### src/rtl/depacketizer_mm2s.sv
// depacketizer_mm2s
//   Turns the TLAST-framed AXI-Stream MM2S output of the AXI DMA into a plain
//   sample stream. Each packet is checked against a configured beat count,
//   completed packets are counted, framing errors are latched, and a one-cycle
//   packet_done pulse is emitted per packet.
//
// Ports
//   aclk, aresetn           clock, asynchronous active-low reset
//   s_axis_mm2s_*           AXI-Stream input from the DMA (tdata/tvalid/tready/tlast)
//   m_axis_data_*           AXI-Stream output to the sample manager (tdata/tvalid/tready)
//   packet_done             one-cycle pulse after the final beat of each packet
//   error                   OR of the sticky ERROR bits
//   s_axi_lite_*            AXI4-Lite subordinate for CONFIG/STATUS/PACKETS/ERROR
module depacketizer_mm2s #(
    parameter logic [31:0] AddrConfig  = 32'h0000_0200,
    parameter logic [31:0] AddrStatus  = 32'h0000_0204,
    parameter logic [31:0] AddrPackets = 32'h0000_0208,
    parameter logic [31:0] AddrError   = 32'h0000_020C
) (
    input  logic        aclk,
    input  logic        aresetn,
    input  logic [31:0] s_axis_mm2s_tdata,
    input  logic        s_axis_mm2s_tvalid,
    output logic        s_axis_mm2s_tready,
    input  logic        s_axis_mm2s_tlast,
    output logic [31:0] m_axis_data_tdata,
    output logic        m_axis_data_tvalid,
    input  logic        m_axis_data_tready,
    output logic        packet_done,
    output logic        error,
    input  logic [31:0] s_axi_lite_awaddr,
    input  logic [2:0]  s_axi_lite_awprot,
    input  logic        s_axi_lite_awvalid,
    output logic        s_axi_lite_awready,
    input  logic [31:0] s_axi_lite_wdata,
    input  logic [3:0]  s_axi_lite_wstrb,
    input  logic        s_axi_lite_wvalid,
    output logic        s_axi_lite_wready,
    output logic [1:0]  s_axi_lite_bresp,
    output logic        s_axi_lite_bvalid,
    input  logic        s_axi_lite_bready,
    input  logic [31:0] s_axi_lite_araddr,
    input  logic [2:0]  s_axi_lite_arprot,
    input  logic        s_axi_lite_arvalid,
    output logic        s_axi_lite_arready,
    output logic [31:0] s_axi_lite_rdata,
    output logic [1:0]  s_axi_lite_rresp,
    output logic        s_axi_lite_rvalid,
    input  logic        s_axi_lite_rready
);
    localparam logic [9:0] IdxConfig  = AddrConfig[11:2];
    localparam logic [9:0] IdxStatus  = AddrStatus[11:2];
    localparam logic [9:0] IdxPackets = AddrPackets[11:2];
    localparam logic [9:0] IdxError   = AddrError[11:2];
    localparam logic [1:0] RespOkay   = 2'b00;
    localparam logic [1:0] RespSlverr = 2'b10;

    logic [31:0] r_config, r_cnt, r_packets;
    logic [1:0]  r_err;
    logic        r_packet_done, r_error, r_rst_done;
    logic        r_aw_held, r_w_held, r_bvalid;
    logic [9:0]  r_aw_idx;
    logic [31:0] r_wdata;
    logic [3:0]  r_wstrb;
    logic [1:0]  r_bresp;
    logic        r_rvalid;
    logic [31:0] r_rdata;
    logic [1:0]  r_rresp;

    logic        w_en, w_beat, w_at_e, w_end;
    logic [31:0] w_last_idx;
    logic [1:0]  w_err_set, w_err_clr, w_err_nxt;
    logic        w_aw_hs, w_w_hs, w_ar_hs, w_wr_exec, w_cfg_we;
    logic [1:0]  w_wr_resp, w_rd_resp;
    logic [31:0] w_rd_data;
    logic        w_unused;

    function automatic logic [31:0] merge_strb(input logic [31:0] old_v,
                                               input logic [31:0] new_v,
                                               input logic [3:0]  strb);
        logic [31:0] res;
        for (int b = 0; b < 4; b++)
            res[b*8 +: 8] = strb[b] ? new_v[b*8 +: 8] : old_v[b*8 +: 8];
        return res;
    endfunction

    // Zero-latency pass-through; CONFIG = 0 blocks the stream in both directions.
    assign w_en               = (r_config != 32'd0);
    assign m_axis_data_tdata  = s_axis_mm2s_tdata;
    assign m_axis_data_tvalid = s_axis_mm2s_tvalid & w_en;
    assign s_axis_mm2s_tready = m_axis_data_tready & w_en;

    assign w_beat     = s_axis_mm2s_tvalid & s_axis_mm2s_tready;
    assign w_last_idx = r_config - 32'd1;
    assign w_at_e     = (r_cnt == w_last_idx);
    assign w_end      = s_axis_mm2s_tlast | w_at_e;
    // bit0 EARLY: tlast before the expected last beat; bit1 LATE: no tlast on it.
    assign w_err_set  = {w_beat & ~s_axis_mm2s_tlast & w_at_e,
                         w_beat &  s_axis_mm2s_tlast & ~w_at_e};
    // Set is ORed in after the clear so a simultaneous set wins.
    assign w_err_nxt  = (r_err & ~w_err_clr) | w_err_set;

    // Readies stay low while in reset and for the first cycle after it.
    assign s_axi_lite_awready = r_rst_done & ~r_aw_held & ~r_bvalid;
    assign s_axi_lite_wready  = r_rst_done & ~r_w_held & ~r_bvalid;
    assign s_axi_lite_arready = r_rst_done & ~r_rvalid;
    assign s_axi_lite_bvalid  = r_bvalid;
    assign s_axi_lite_bresp   = r_bresp;
    assign s_axi_lite_rvalid  = r_rvalid;
    assign s_axi_lite_rdata   = r_rdata;
    assign s_axi_lite_rresp   = r_rresp;
    assign packet_done        = r_packet_done;
    assign error              = r_error;

    assign w_aw_hs   = s_axi_lite_awvalid & s_axi_lite_awready;
    assign w_w_hs    = s_axi_lite_wvalid & s_axi_lite_wready;
    assign w_ar_hs   = s_axi_lite_arvalid & s_axi_lite_arready;
    assign w_wr_exec = r_aw_held & r_w_held;

    always_comb begin
        w_cfg_we  = 1'b0;
        w_err_clr = 2'b00;
        w_wr_resp = RespSlverr;
        case (r_aw_idx)
            IdxConfig: if (r_cnt == 32'd0) begin
                w_cfg_we  = w_wr_exec;
                w_wr_resp = RespOkay;
            end
            IdxError: begin
                w_err_clr = (w_wr_exec & r_wstrb[0]) ? r_wdata[1:0] : 2'b00;
                w_wr_resp = RespOkay;
            end
            default: ;
        endcase
    end

    always_comb begin
        w_rd_data = 32'd0;
        w_rd_resp = RespOkay;
        case (s_axi_lite_araddr[11:2])
            IdxConfig:  w_rd_data = r_config;
            IdxStatus:  w_rd_data = r_cnt;
            IdxPackets: w_rd_data = r_packets;
            IdxError:   w_rd_data = {30'd0, r_err};
            default:    w_rd_resp = RespSlverr;
        endcase
    end

    always_ff @(posedge aclk or negedge aresetn) begin
        if (!aresetn) begin
            r_config      <= 32'd0;
            r_cnt         <= 32'd0;
            r_packets     <= 32'd0;
            r_err         <= 2'b00;
            r_packet_done <= 1'b0;
            r_error       <= 1'b0;
        end else begin
            if (w_cfg_we)
                r_config <= merge_strb(r_config, r_wdata, r_wstrb);
            if (w_beat) begin
                if (w_end) begin
                    r_cnt     <= 32'd0;
                    r_packets <= r_packets + 32'd1;
                end else begin
                    r_cnt <= r_cnt + 32'd1;
                end
            end
            r_packet_done <= w_beat & w_end;
            r_err         <= w_err_nxt;
            r_error       <= |w_err_nxt;
        end
    end

    // Write channel: AW and W are latched independently; the write fires once both are held.
    always_ff @(posedge aclk or negedge aresetn) begin
        if (!aresetn) begin
            r_rst_done <= 1'b0;
            r_aw_held  <= 1'b0;
            r_w_held   <= 1'b0;
            r_aw_idx   <= 10'd0;
            r_wdata    <= 32'd0;
            r_wstrb    <= 4'd0;
            r_bvalid   <= 1'b0;
            r_bresp    <= RespOkay;
        end else begin
            r_rst_done <= 1'b1;
            if (w_aw_hs) begin
                r_aw_held <= 1'b1;
                r_aw_idx  <= s_axi_lite_awaddr[11:2];
            end
            if (w_w_hs) begin
                r_w_held <= 1'b1;
                r_wdata  <= s_axi_lite_wdata;
                r_wstrb  <= s_axi_lite_wstrb;
            end
            if (w_wr_exec) begin
                r_aw_held <= 1'b0;
                r_w_held  <= 1'b0;
                r_bvalid  <= 1'b1;
                r_bresp   <= w_wr_resp;
            end else if (r_bvalid & s_axi_lite_bready) begin
                r_bvalid <= 1'b0;
            end
        end
    end

    always_ff @(posedge aclk or negedge aresetn) begin
        if (!aresetn) begin
            r_rvalid <= 1'b0;
            r_rdata  <= 32'd0;
            r_rresp  <= RespOkay;
        end else if (w_ar_hs) begin
            r_rvalid <= 1'b1;
            r_rdata  <= w_rd_data;
            r_rresp  <= w_rd_resp;
        end else if (r_rvalid & s_axi_lite_rready) begin
            r_rvalid <= 1'b0;
        end
    end

    // Protection bits and address bits outside [11:2] carry no meaning here.
    assign w_unused = ^{s_axi_lite_awprot, s_axi_lite_arprot,
                        s_axi_lite_awaddr[31:12], s_axi_lite_awaddr[1:0],
                        s_axi_lite_araddr[31:12], s_axi_lite_araddr[1:0]};
endmodule

### config.mk
export PLATFORM = sky130hd
export DESIGN_NAME = depacketizer_mm2s
export DESIGN_NICKNAME = d
export VERILOG_FILES = /design/src/rtl/depacketizer_mm2s.sv
export SDC_FILE = /design/constraint.sdc
export NUM_CORES = 1
export LEC_CHECK = 0
export CORE_ASPECT_RATIO = 1.2
export CORE_UTILIZATION = 25
export CTS_CLUSTER_DIAMETER = 40
export DETAILED_ROUTE_END_ITERATION = 12
export HOLD_SLACK_MARGIN = 0.03
export RECOVER_POWER = 100
export SLEW_MARGIN = 20
export SYNTH_ARGS = -nofsm -noshare
export SYNTH_HDL_FRONTEND = slang
export SYNTH_SLANG_ARGS = --single-unit
### constraint.sdc
create_clock -name aclk -period 10 [get_ports aclk]
set_input_delay 2 -clock aclk [delete_from_list [all_inputs] [get_ports aclk]]
set_output_delay 2 -clock aclk [all_outputs]
set_load 0.01 [all_outputs]
Word-level counts from Yosys, hierarchy flattened:

Cells that the tools add are included.
W data, S select, Z words.

* bits in latches: 0
* memories kept: 0
* word-level logic and storage cells: 90
* memory bits (read-only): 0
* output and inout port bits: 77
* bits in writable memories: 0
* input port bits: 148
* flip-flop bits (word level): 187

* magnitude comparators: 0
* bitwise logic cells: 30
* muxes and demuxes: 17
* shifts and indexed selects: 0
* add/sub/neg operators: 3
* multiply operators: 0
* div/mod/pow operators: 0
* equality and inequality tests: 7
* reductions and logical operators: 13

Operators by type and width (count)
* $pmux W32 S4: 1
* $add A32 B1 Y32 const B: 2
* $eq A10 B8 Y1 const B: 6
* $eq A32 B32 Y1: 1
* $logic_not A32 Y1: 1
* $mux W32: 1
* $reduce_bool A32 Y1: 1
* $sub A32 B1 Y32 const B: 1
* $and A1 B1 Y1: 20
* $mux W1: 10
* $reduce_and A2 Y1: 5
* $mux W2: 4
* $reduce_bool A2 Y1: 4
* $not A1 Y1: 6
* $pmux W2 S2: 1
* $reduce_or A4 Y1: 1
* $and A2 B2 Y2: 1
* $not A2 Y2: 1
* $or A2 B2 Y2: 1
* $reduce_or A2 Y1: 1
* $or A1 B1 Y1: 1

Longest topological paths before layout:

Gate-level depths: netlist of the first run.

* word-level depth: 8
* depth in mapped cells: 13
* depth with buffers taken out: 11

Least setup slack after synthesis of the first run:

Ideal clock, no wire load.

* kind: reg2out
* start: reg r_config[0]
* end: out m_axis_data_tvalid
* stages on the path, launching flop included: 7
* slack: 5815 ps
* path buffers: 0
* required time: 8000 ps
* arrival time: 2185 ps
* cell sequence: dfrtp_1 -> inv_1 -> ha_1 -> nor4b_2 -> nand4_1 -> or4_1 -> and2_1

* longest elaborated chain between the ends: 2

Ends and longest elaborated chain
* start: declaration: line 58 `logic [31:0] r_config, r_cnt, r_packets;`
* start signal: assignment: line 159 `r_config <= merge_strb(r_config, r_wdata, r_wstrb);`
* $reduce_bool A32 Y1: line 88 `assign w_en = (r_config != 32'd0);`
* $and A1 B1 Y1: line 90 `assign m_axis_data_tvalid = s_axis_mm2s_tvalid & w_en;`
* end: declaration: line 27 `output logic m_axis_data_tvalid,`

Every way passes these cells.

==> summary.txt, run 1 <==
Clocking
  – CTS clk-pin slew, worst paths: 0.07 ns
  – Hold-fix buffers, CTS: 0
  – Post-CTS sizing: 0
  – Later-pin clock latency in the skew report: 0.45 ns
  – Htree depth: 4
  – Total CTS buffers: 17
  – CTS Buffer Depth: 2
  – CTS tree: done
  – Clock Sink Count: 185
  – Root Driver: clkbuf_16
  – Post-CTS setup buffers: 0

Placed design
  – Post-DP Area: 0.0115 sq mm
  – Hpwl dp: 20300 microns
  – Routability Congestion: 0.874
  – Placed cell count: 1566
  – Port bufs: 108

Logic synthesis
  – Synth Flop Type: dfrtp_1
  – Syn Area/Cell: 10.0 sq um
  – Top cells by area, synth: dfrtp_1 45%, mux2_2 8.3%, xor2_1 5.0%
  – Post-synth top cells: 185 x dfrtp_1, 86 x nor2_1, 84 x nand2_1
  – Register area share after synthesis: 0.455
  – Post-synth top area share: 0.455
  – Most common cell in the netlist: dfrtp_1
  – Unique masters post-synth: 65
  – Share of synthesized registers carrying an async set or reset: 1.00
  – Warnings from Yosys: 0
  – Synthesized flop and latch total: 185
  – Synth Instances: 1015
  – Cell area after synthesis: 0.0102 sq mm
  – Cell taking the most area after synthesis: dfrtp_1
  – EDFF count, synth: 0

Timing
  – Setup_tns: 0 ns
  – Final clock skew: 0.0131 ns
  – Final Hold Fails: 0
  – # setup viols final: 0
  – Final Cycle Share: 0.672
  – Unrepaired setup endpoints after global routing: false
  – Max Freq: 149 MHz
  – Slew HR: -1.75
  – Slew at the pin closest to its max-slew limit: 4.12 ns
  – Pins Over Slew Limit: 293
  – Final Critical Period: 6.72 ns

Detailed routing
  – Post-Route WL: 26900 microns
  – DRT antenna net count: 0
  – DR vias: 7511
  – 1st-iter DRT viols: 441
  – DRC: 0
  – Pre-Repair DR Iteration Count: 4
  – DR vias/cell: 4.70
  – DR WL/cell: 16.9 microns

Pwr
  – Tot Pwr: 1.80 mW
  – Peak supply drop: 122 uV
  – LEAKAGE: 5.28 nW
  – Pwr dens: 152 mW/mm^2

Status
  – Status: finished, violations left
  – Failing checks: max-capacitance violations, max-slew violations

Die
  – Initial Utilization: 0.255
  – Die area: 0.0415 sq mm
  – Vert. Die Dim: 223 microns
  – Core footprint: 0.0399 sq mm
  – # IOs: 225
  – # rows: 80
  – Die X-Extent: 186 microns

Global route
  – Gr ovfl total: 0
  – Vias in the first global route: 7466
  – GRT Overall Usage: 0.135
  – First-pass GRT wire length: 42900 microns
  – Pin count of the biggest net entering global routing: 78
  – Initial antenna violation count: 1

Hold path
  – Type of the most critical hold path: reg2reg
  – Hold Startpoint: s_axi_lite_rdata[11]

Setup path
  – CP most frequent cell: clkbuf_1
  – CP Cell Sequence: clkbuf_1 -> clkbuf_1
  – Critical path depth in cells: 2
  – Critical Setup Path Class: in2async
  – RR Startpoint: r_config[0]
  – R2R setup slack: 3.77 ns
  – Top delay family on crit path: buffers and inverters
  – Critical Path Start Type: input pin
  – Reg2Reg Depth: 13
  – RR Endpoint: r_packets[1]
  – Critical path origin: aresetn
  – CP max FO: 76
  – Slowest cell on crit path: clkbuf_1
  – CP bufs+invs: 2
  – Crit path arrival time: 6.32 ns
  – Max stage delay on crit path: 2.96 ns
  – Worst path required time: 9.60 ns
  – Worst setup endpoint: s_axi_lite_rdata[4]
  – Crit path capture type: asynchronous set/reset pin

Finish
  – Share of layout cells above drive strength 1: 0.118
  – Synth-to-layout area growth: 16.4%
  – Finished Layout Cells: 1598
  – Multi-input gate area: 0.00474 sq mm
  – Reg area: 0.00463 sq mm
  – Fin nets: 1204
  – Antenna fix cells: 0
  – Post-route design area: 0.0119 sq mm
  – Layout fillers: 4177

Job
  – Max-cap viol count: 6
[state kept, by name (all words and copies together), names as in the netlist]
name               flops
r_aw_idx              10
r_aw_held              1
r_wdata               32
s_axi_lite_rvalid      1
r_rst_done             1
r_w_held               1
r_err                  2
packet_done            1
s_axi_lite_bvalid      1
r_config              32
s_axi_lite_bresp       1
r_cnt                 32
s_axi_lite_rresp       1
r_packets             32
s_axi_lite_rdata      32
r_wstrb                4
error                  1
[cells by family after synthesis]
kind of cell / after synthesis / share of synthesized area
buffers and inverters: 130 / 0.0640
xor gates and xnor gates: 92 / 0.0791
and+or+nand+nor: 367 / 0.204
AOI/OAI and AO/OA: 126 / 0.0736
adders and majority gates: 4 / 0.00492
DFF: 185 / 0.455
other: 2 / 0.000738
muxes: 109 / 0.119
[how the worst min path moves through the flow]
stage,cells past startpoint,end
6_report,2,s_axi_lite_rdata[11]
5_1_grt,1,r_packets[31]
4_1_cts,1,r_packets[31]
3_5_place_dp,1,r_packets[31]
3_3_place_gp,1,r_packets[31]
2_1_floorplan,1,r_packets[31]
[per-layer routing]
metal  global-route usage  vias to the layer above  wire length [microns]
met5                    0                        -                     13
met4               0.0479                        2                    617
met3               0.0242                       59                   1030
met2                0.211                      176                  12800
met1                0.185                     3682                  12500
li1                     -                     3592                      -
[area by class of cell]
type	instances	share of cell area
well taps	533	0.0563
multi-input cells	701	0.400
flip-flops and latches	185	0.391
clock buffers	17	0.0359
clock inverters	15	0.0135
inverters	29	0.00918
repair buffers	118	0.0944
[where the power goes]
group	total [mW]	internal (mW)	switching [mW]
logic	0.216	0.129	0.0875
clock network	0.675	0.353	0.322
registers	0.913	0.850	0.0627
[cells in the final DEF, fill, tap and decap left out, types with 6 or more instances in the layout]
master           count
dfrtp_1            185
nor2_1              86
nand2_1             84
mux2_2              75
clkdlybuf4s50_1     60
xor2_1              58
o21ai_0             50
dlygate4sd3_1       46
a21oi_1             41
xnor2_1             34
nor3_1              32
mux2i_1             32
nor4_1              30
inv_1               29
nand3_1             23
nand4_1             19
clkbuf_16           17
nor4b_1             13
and3_1              11
or3_1                9
and2_0               8
nor2b_1              8
and4_1               8
clkbuf_1             8
nand2b_1             7
nor3b_1              6
[per-stage QoR]
step	util	setup slack (ns)	hold WS (ns)
floorplan	-	5.81	0.441
global placement	0.287	4.78	0.459
detailed placement	0.287	4.73	0.460
CTS	0.302	4.23	0.473
global route	0.297	2.13	0.497
finish	0.297	3.28	0.474
Note: power is estimated with default switching activity, not from simulation.
==> run 2, diff against run 1 <==
- clock period: 10 -> 6.1 ns (I/O delays scaled with it)
==> summary.txt, run 2 (synthesis results as in run 1) <==
Detailed routing
  – DRT antenna net count: 0 (unchanged)
  – Post-Route WL: 27400 microns (+1.8%)
  – 1st-iter DRT viols: 430 (-2.5%)
  – DR vias/cell: 4.76 (+1.4%)
  – DR vias: 7619 (+1.4%)
  – DR WL/cell: 17.2 microns (+1.7%)
  – Pre-Repair DR Iteration Count: 7 (+3)
  – DRC: 0 (unchanged)

Finish
  – Fin nets: 1205 (+0.083%)
  – Antenna fix cells: 0 (unchanged)
  – Finished Layout Cells: 1599 (+0.063%)
  – Share of layout cells above drive strength 1: 0.123 (+0.00458)
  – Commonest non-fill, non-tap cell in the layout: dfrtp_1
  – Final Util: 0.298 (+0.00160)
  – Most frequent cells in the layout: 185 x dfrtp_1, 87 x nor2_1, 84 x nand2_1, 75 x mux2_2, 60 x clkdlybuf4s50_1
  – Synth-to-layout area growth: 17.0%

Timing
  – # setup viols final: 0 (unchanged)
  – Unrepaired setup endpoints after global routing: false
  – Max Freq: 196 MHz
  – Final Critical Period: 5.10 ns
  – Final clock skew: 0.0165 ns (+0.00333 ns)
  – Pins Over Slew Limit: 298 (+1.7%)
  – Setup_tns: 0 ns (unchanged)
  – Slew HR: -0.671 (+1.08)
  – Final Hold Fails: 0 (unchanged)
  – Final Cycle Share: 0.837
  – Slew at the pin closest to its max-slew limit: 2.51 ns (-1.61 ns)

Setup path
  – Critical Path Start Type: flip-flop
  – Worst path required time: 4.88 ns (-4.72 ns)
  – Crit path arrival time: 3.88 ns (-2.44 ns)
  – CP max FO: 9 (-88%)
  – Crit path capture type: output pin
  – Critical Setup Path Class: reg2out
  – Reg2Reg Depth: 12 (-1)

Global route
  – Pin count of the biggest net entering global routing: 102 (+31%)
  – Initial antenna violation count: 0 (-1)
  – Gr ovfl total: 0 (unchanged)
  – GRT Overall Usage: 0.135 (-0.000207)
  – First-pass GRT wire length: 42800 microns (about the same)
  – Vias in the first global route: 7458 (-0.11%)

Clocking
  – Post-CTS sizing: 0 (unchanged)
  – CTS clk-pin slew, worst paths: 0.08 ns (about the same)
  – Post-CTS setup buffers: 0 (unchanged)
  – Total CTS buffers: 17 (unchanged)
  – Htree depth: 4 (unchanged)
  – Clock Sink Count: 185 (unchanged)
  – Later-pin clock latency in the skew report: 0.45 ns (about the same)
  – CTS Buffer Depth: 2 (unchanged)
  – CTS tree: done
  – Root Driver: clkbuf_16
  – Hold-fix buffers, CTS: 0 (unchanged)

Job
  – Max-cap viol count: 6 (unchanged)

Placed design
  – Routability Congestion: 0.891 (+1.9%)
  – Port bufs: 108 (unchanged)
  – Hpwl dp: 20400 microns (+0.19%)
  – Placed cell count: 1567 (+0.064%)

Die
  – Core footprint: 0.0399 sq mm (unchanged)
  – Die X-Extent: 186 microns (unchanged)
  – Vert. Die Dim: 223 microns (unchanged)
  – Die area: 0.0415 sq mm (unchanged)
  – Initial Utilization: 0.255 (unchanged)
  – # IOs: 225 (unchanged)
  – # rows: 80 (unchanged)

Status
  – Failing checks: max-capacitance violations, max-slew violations
  – Status: finished, violations left

Pwr
  – Pwr dens: 257 mW/mm^2 (+69%)
  – Peak supply drop: 188 uV (+54%)
  – LEAKAGE: 5.33 nW (+0.92%)

Hold path
  – Type of the most critical hold path: reg2reg
  – Hold depth: 2 (unchanged)
-- run 2: cell count changes in the layout (fill, tap and decap cells not counted), sizes merged --
cell      previous run  this run
clkinv               7         4
buf                  4         5
bufinv               1         3
inv                 35        37
clkinvlp             1         0
-- run 2: metrics by stage --
stage | power (mW) | cell area (sq um) | worst slack, ns | hold WS [ns]
floorplan | 1.75 | 10200 | 2.69 | 0.441
global placement | 1.88 | 11500 | 1.71 | 0.459
detailed placement | 1.90 | 11500 | 1.66 | 0.461
CTS | 3.10 | 12100 | 1.12 | 0.478
global route | 3.18 | 11900 | 0.543 | 0.505
finish | 3.06 | 11900 | 0.995 | 0.471
-- run 2: cell type report --
class	instances	area, sq um
fill	4123	28000
multi-input combinational	701	4750
sequential	185	4630
timing repair buffer	119	1130
tap	533	667
clock buffer	17	425
clock inverter	15	205
inverter	29	109
-- run 2: worst paths after layout --
check / start / end / slack, ns
setup reg to reg: r_config[0] / r_cnt[21] / 1.04
max in group asynchronous: aresetn / r_cnt[4] / 1.45
hold / removal: s_axi_lite_rdata[1] / s_axi_lite_rdata[1] / 0.47
setup / recovery: r_config[0] / m_axis_data_tvalid / 1.0
min in group asynchronous: aresetn / r_wdata[30] / 1.52
hold reg to reg: s_axi_lite_rdata[1] / s_axi_lite_rdata[1] / 0.47
-- run 2: routing by layer --
metal  GRT usage  routed length (microns)  vias up  part of all wire
met4      0.0529                      638        0             0.023
met5           0                        0        -                 0
met2       0.214                    12700      229              0.46
met3      0.0242                     1450       51             0.053
li1            -                        -     3585                 -
met1       0.180                    12600     3754              0.46
-- run 2: power by group --
group / internal [mW] / leakage, nW / total (mW) / switching [mW]
clock network: 0.663 / 0.309 / 1.20 / 0.541
registers: 1.39 / 2.38 / 1.50 / 0.104
logic: 0.212 / 2.64 / 0.356 / 0.144
-- run 2: critical path, cell delays in order (launching register included) --
cell,delay [ns]
dfrtp_1,0.47
inv_1,0.11
ha_1,0.25
nor4b_2,0.52
nand4_1,0.53
or4_1,0.73
and2_1,0.22
dlygate4sd3_1,0.60
==> run 3, diff against run 2 <==
- clock period: 6.1 -> 4.63 ns (I/O delays scaled with it)
==> summary.txt, run 3 (synthesis results as in run 1) <==
Detailed routing
  – Post-Route WL: 27200 microns (-0.86%)
  – 1st-iter DRT viols: 452 (+5.1%)
  – DRT antenna net count: 0 (unchanged)
  – DR vias/cell: 4.74 (-0.55%)
  – Pre-Repair DR Iteration Count: 5 (-2)
  – DR vias: 7601 (-0.24%)
  – DR WL/cell: 17.0 microns (-1.2%)
  – DRC: 0 (unchanged)

Clocking
  – Later-pin clock latency in the skew report: 0.45 ns (about the same)
  – Root Driver: clkbuf_16
  – Total CTS buffers: 17 (unchanged)
  – CTS Buffer Depth: 2 (unchanged)
  – CTS clk-pin slew, worst paths: 0.07 ns (about the same)
  – Htree depth: 4 (unchanged)
  – Post-CTS sizing: 0 (unchanged)
  – Clock Sink Count: 185 (unchanged)
  – Post-CTS setup buffers: 0 (unchanged)
  – Hold-fix buffers, CTS: 0 (unchanged)
  – CTS tree: done

Timing
  – Max Freq: 227 MHz
  – Min setup slack post-route: 0.232 ns (-0.763 ns)
  – Pins Over Slew Limit: 76 (-74%)
  – Final Critical Period: 4.40 ns
  – Unrepaired setup endpoints after global routing: false
  – Final Cycle Share: 0.950
  – Final clock skew: 0.0162 ns (-0.000291 ns)
  – # setup viols final: 0 (unchanged)
  – Fin Hold WS: 0.472 ns (+0.000813 ns)
  – Slew HR: -0.694 (-0.0234)
  – Setup_tns: 0 ns (unchanged)
  – Final Hold Fails: 0 (unchanged)
  – Slew at the pin closest to its max-slew limit: 2.54 ns (+0.0352 ns)

Setup path
  – Crit path capture type: flip-flop
  – Worst path required time: 4.99 ns (+0.11 ns)
  – Critical Path Start Type: flip-flop
  – CP max FO: 20 (+11)
  – Crit path arrival time: 4.75 ns (+0.87 ns)
  – RR Startpoint: r_config[11]
  – Critical Setup Path Class: reg2reg
  – RR Endpoint: r_packets[10]
  – R2R setup slack: 0.23 ns (-0.81 ns)
  – Reg2Reg Depth: 10 (-2)

Die
  – Initial Utilization: 0.255 (unchanged)
  – Die area: 0.0415 sq mm (unchanged)
  – Die X-Extent: 186 microns (unchanged)
  – # IOs: 225 (unchanged)
  – # rows: 80 (unchanged)
  – Core footprint: 0.0399 sq mm (unchanged)
  – Vert. Die Dim: 223 microns (unchanged)

Placed design
  – Port bufs: 108 (unchanged)
  – Placed cell count: 1574 (+0.45%)
  – DP Worst Slack: 0.436 ns (-1.23 ns)
  – Hpwl dp: 20800 microns (+2.0%)
  – Routability Congestion: 0.869 (-2.5%)

Finish
  – Most frequent cells in the layout: 185 x dfrtp_1, 87 x nor2_1, 84 x nand2_1, 75 x mux2_2, 61 x clkdlybuf4s50_1
  – Share of layout cells above drive strength 1: 0.123 (+0.000475)
  – Synth-to-layout area growth: 17.2%
  – Final Util: 0.299 (+0.000533)
  – Fin nets: 1212 (+0.58%)
  – Finished Layout Cells: 1604 (+0.31%)
  – Commonest non-fill, non-tap cell in the layout: dfrtp_1

Hold path
  – Hold depth: 2 (unchanged)
  – Hold Startpoint: s_axi_lite_rdata[11]
  – Hold Path End: s_axi_lite_rdata[11]
  – Type of the most critical hold path: reg2reg

Global route
  – First-pass GRT wire length: 43300 microns (+1.2%)
  – Pin count of the biggest net entering global routing: 88 (-14%)
  – Vias in the first global route: 7562 (+1.4%)
  – Gr ovfl total: 0 (unchanged)
  – GRT Overall Usage: 0.136 (+0.00125)
  – Initial antenna violation count: 1 (+1)

Pwr
  – Peak supply drop: 266 uV (+42%)
  – LEAKAGE: 5.36 nW (+0.52%)
  – Pwr dens: 330 mW/mm^2 (+29%)

Status
  – Status: finished, violations left
  – Failing checks: max-capacitance violations, max-slew violations

Job
  – Max-cap viol count: 2 (-4)
[run 3: changes by cell type in the layout (fill, tap and decap cells not counted), moves of 3 or more]
cell,previous run,this run
buf_4,4,7
clkbuf_1,4,8
clkinvlp_4,0,3
inv_6,7,2
[run 3: worst max path at each step]
stage	startpoint	endpoint	slack, ns	cells after the start
2_1_floorplan	r_config[11]	r_packets[1]	1.26	9
3_3_place_gp	r_config[11]	r_packets[9]	0.57	10
3_5_place_dp	r_config[11]	r_packets[10]	0.44	10
4_1_cts	r_config[0]	m_axis_data_tvalid	0.12	8
5_1_grt	r_config[0]	s_axis_mm2s_tready	0.03	8
6_report	r_config[11]	r_packets[10]	0.23	10
[run 3: stage by stage]
step / instance area (sq um) / power (mW)
final: 11900 / 3.94
after global routing: 11900 / 4.12
after CTS: 12100 / 4.00
after detailed placement: 11500 / 2.50
after global placement: 11500 / 2.48
after floorplan: 10200 / 2.30
[run 3: cell type report]
| cell class | instances | area (sq um) |
|---|---|---|
| well taps | 533 | 667 |
| clock buffers | 19 | 443 |
| clock inverters | 10 | 144 |
| repair buffers | 126 | 1170 |
| inverters | 29 | 109 |
| multi-input cells | 701 | 4770 |
| diodes | 1 | 2.50 |
| flip-flops and latches | 185 | 4630 |
| fillers | 4134 | 28000 |
[run 3: layer usage]
layer  GRT usage  share of wire
met1       0.184           0.46
met2       0.213           0.47
met3      0.0237          0.046
met4      0.0547          0.030
met5           0              0
[run 3: worst max-delay path: stages, from the launching register on]
cell and delay, ns:
dfrtp_1 0.47, or4_1 0.63, or4_1 0.66, or3_1 0.47, a211o_1 0.24, a21oi_1 0.22
nor4b_4 0.32, a41oi_4 0.37, clkbuf_2 0.33, nor4_1 0.40, xor2_1 0.20
[run 3: power by group]
part | internal [mW] | total, mW | switching (mW)
clock network | 0.858 | 1.50 | 0.639
registers | 1.84 | 1.97 | 0.135
logic | 0.280 | 0.470 | 0.189
total | 2.98 | 3.94 | 0.964
==> variant: new RTL, flow settings as in run 3 <==
Remove the register `r_error`: a continuous assignment takes its place, so the output `error` follows one clock earlier.
--- a/src/rtl/depacketizer_mm2s.sv
+++ b/src/rtl/depacketizer_mm2s.sv
@@ -153,7 +153,6 @@
             r_packets     <= 32'd0;
             r_err         <= 2'b00;
             r_packet_done <= 1'b0;
-            r_error       <= 1'b0;
         end else begin
             if (w_cfg_we)
                 r_config <= merge_strb(r_config, r_wdata, r_wstrb);
@@ -167,9 +166,10 @@
             end
             r_packet_done <= w_beat & w_end;
             r_err         <= w_err_nxt;
-            r_error       <= |w_err_nxt;
         end
     end
+
+    assign r_error = |w_err_nxt;
 
     // Write channel: AW and W are latched independently; the write fires once both are held.
     always_ff @(posedge aclk or negedge aresetn) begin
Check against the original RTL: not equivalent (Yosys sat finds a counterexample within 4 cycles, from zero or initial values and one cycle with aresetn low).
==> variant against run 3 <==
- the flow finishes with violations (capacitance limit, slew limit, setup timing)
- count of clock-buffer cells in the layout up 1
- worst setup slack worse by 280 ps
- area after synthesis down 0.25%
- sequential cell count down 1
- routed wire length up 0.48%
- cell area up 3.9%
- power down 1.8%
- synthesized cell count about the same
==> variant: results (changes against run 3) <==
ClkCell Share 4.62% (-0.30 points); overall die area 0.0414 mm² (-0.24%); GPL Wtd Cong 0.898 (+3.4%); Critical path origin r_config[8]; Synth Area in Compound Gates 7.38% (+0.018 points); buffering overhead 12.3% (+2.4 points); n_diodes 1 (unchanged); Placed Cells 1616 (+2.7%); dpl hpwl 21.0 mm (+1.1%); final WL 27.3 mm (+0.48%); switching share of power 25.4% (+0.90 points); sequential share of the synthesized area 45.3% (-0.13 points); Critical-path top delay cell or4_4; Post-Route Setup TNS -46.5 ps (-46.5 ps); post-synthesis xor/xnor area fraction 7.93% (+0.019 points); status finished, violations left; CP Max Fanout 3 (-85%); Total GRT Usage 13.9% (+0.28 points); via-per-instance ratio 4.70 (-0.77%); Synth area leaders dfrtp_1 (45%), mux2_2 (8.3%), xor2_1 (5.0%); Finished Layout Cells 1649 (+2.8%); Repair and plain buffers 170 (+35%); layout cell share with drive strength beyond 1 18.8% (+6.5 points); Fin Clk Skew 10.1 ps (-6.07 ps); WHS Path Cells 1 (-1); Lkg Pwr 5.59 nW (+4.3%); Cell Area, Placed 0.0118 mm² (+2.6%); RR Startpoint r_config[8]; CP endpoint error; FFs w/ async S/R, synth 100% (unchanged); # fillers 4139 (+0.12%); pre-CTS setup slack -113 ps (-549 ps); fraction of area in registers 37.1% (-1.7 points); max-cap viol count 4 (+2); RR Endpoint r_cnt[28]; reg2reg path depth 11 (+1); Crit path largest cell delay 540 ps (-120 ps); min-delay src r_packets[31]; FF/Latch Area 0.00460 mm² (-0.54%); mean post-synth cell area 10.0 µm² (-0.15%); Yosys reg bits 184 (-0.54%); post-synthesis mux area share 11.9% (+0.029 points); Slew Limit Fails 225 (+200%); Synth Area in Adders 0.493% (+0.0012 points); first-pass GRT wire length 44.3 mm (+2.3%); largest net degree at the start of global routing 95 (+8.0%); Hold WS 475 ps (+3.73 ps); vias in the first global route 7925 (+4.8%); violated checks capacitance limit, slew limit, setup timing; clkbuf count 20 (+1); final setup margin -46.5 ps (-278 ps); worst vdd ir 0.255 mV (-4.2%); DR iter-0 viols 433 (-4.2%); Setup-failing EPs final 1 (+1); multi-input combinational area share 39.7% (-0.23 points); hold worst-path end r_packets[31]; Worst Tran Pin Value 2370 ps (-174 ps); Post-synth top cells dfrtp_1 (184), nor2_1 (86), nand2_1 (84), mux2_2 (75), xor2_1 (58); worst path arrival time 3750 ps (-1000 ps); clock buffer count from CTS 17 (unchanged)
[variant: repair_timing]
action,in CTS,in global routing
endpoints found under the setup margin,1,1
buffers inserted,1,0
endpoints found under the hold margin,0,0
pin swaps,8,6
resized for setup,8,2
[variant: per-layer routing]
| metal | GRT usage, % | share of wire, % | vias up | routed length [µm] |
|---|---|---|---|---|
| met4 | 6.00 | 3.2 | 0 | 862 |
| li1 | - | - | 3681 | - |
| met2 | 21.7 | 47 | 202 | 12700 |
| met5 | 0 | 0 | - | 0 |
| met1 | 18.6 | 46 | 3819 | 12600 |
| met3 | 2.36 | 4.1 | 52 | 1120 |
[variant: power groups by stage]
stage	logic [mW]	registers [mW]	clock network, mW
2_1_floorplan	0.349	1.94	0
3_3_place_gp	0.471	1.99	0
3_5_place_dp	0.486	2.00	0
4_1_cts	0.486	1.97	1.48
5_1_grt	0.520	2.00	1.54
6_report	0.464	1.97	1.43
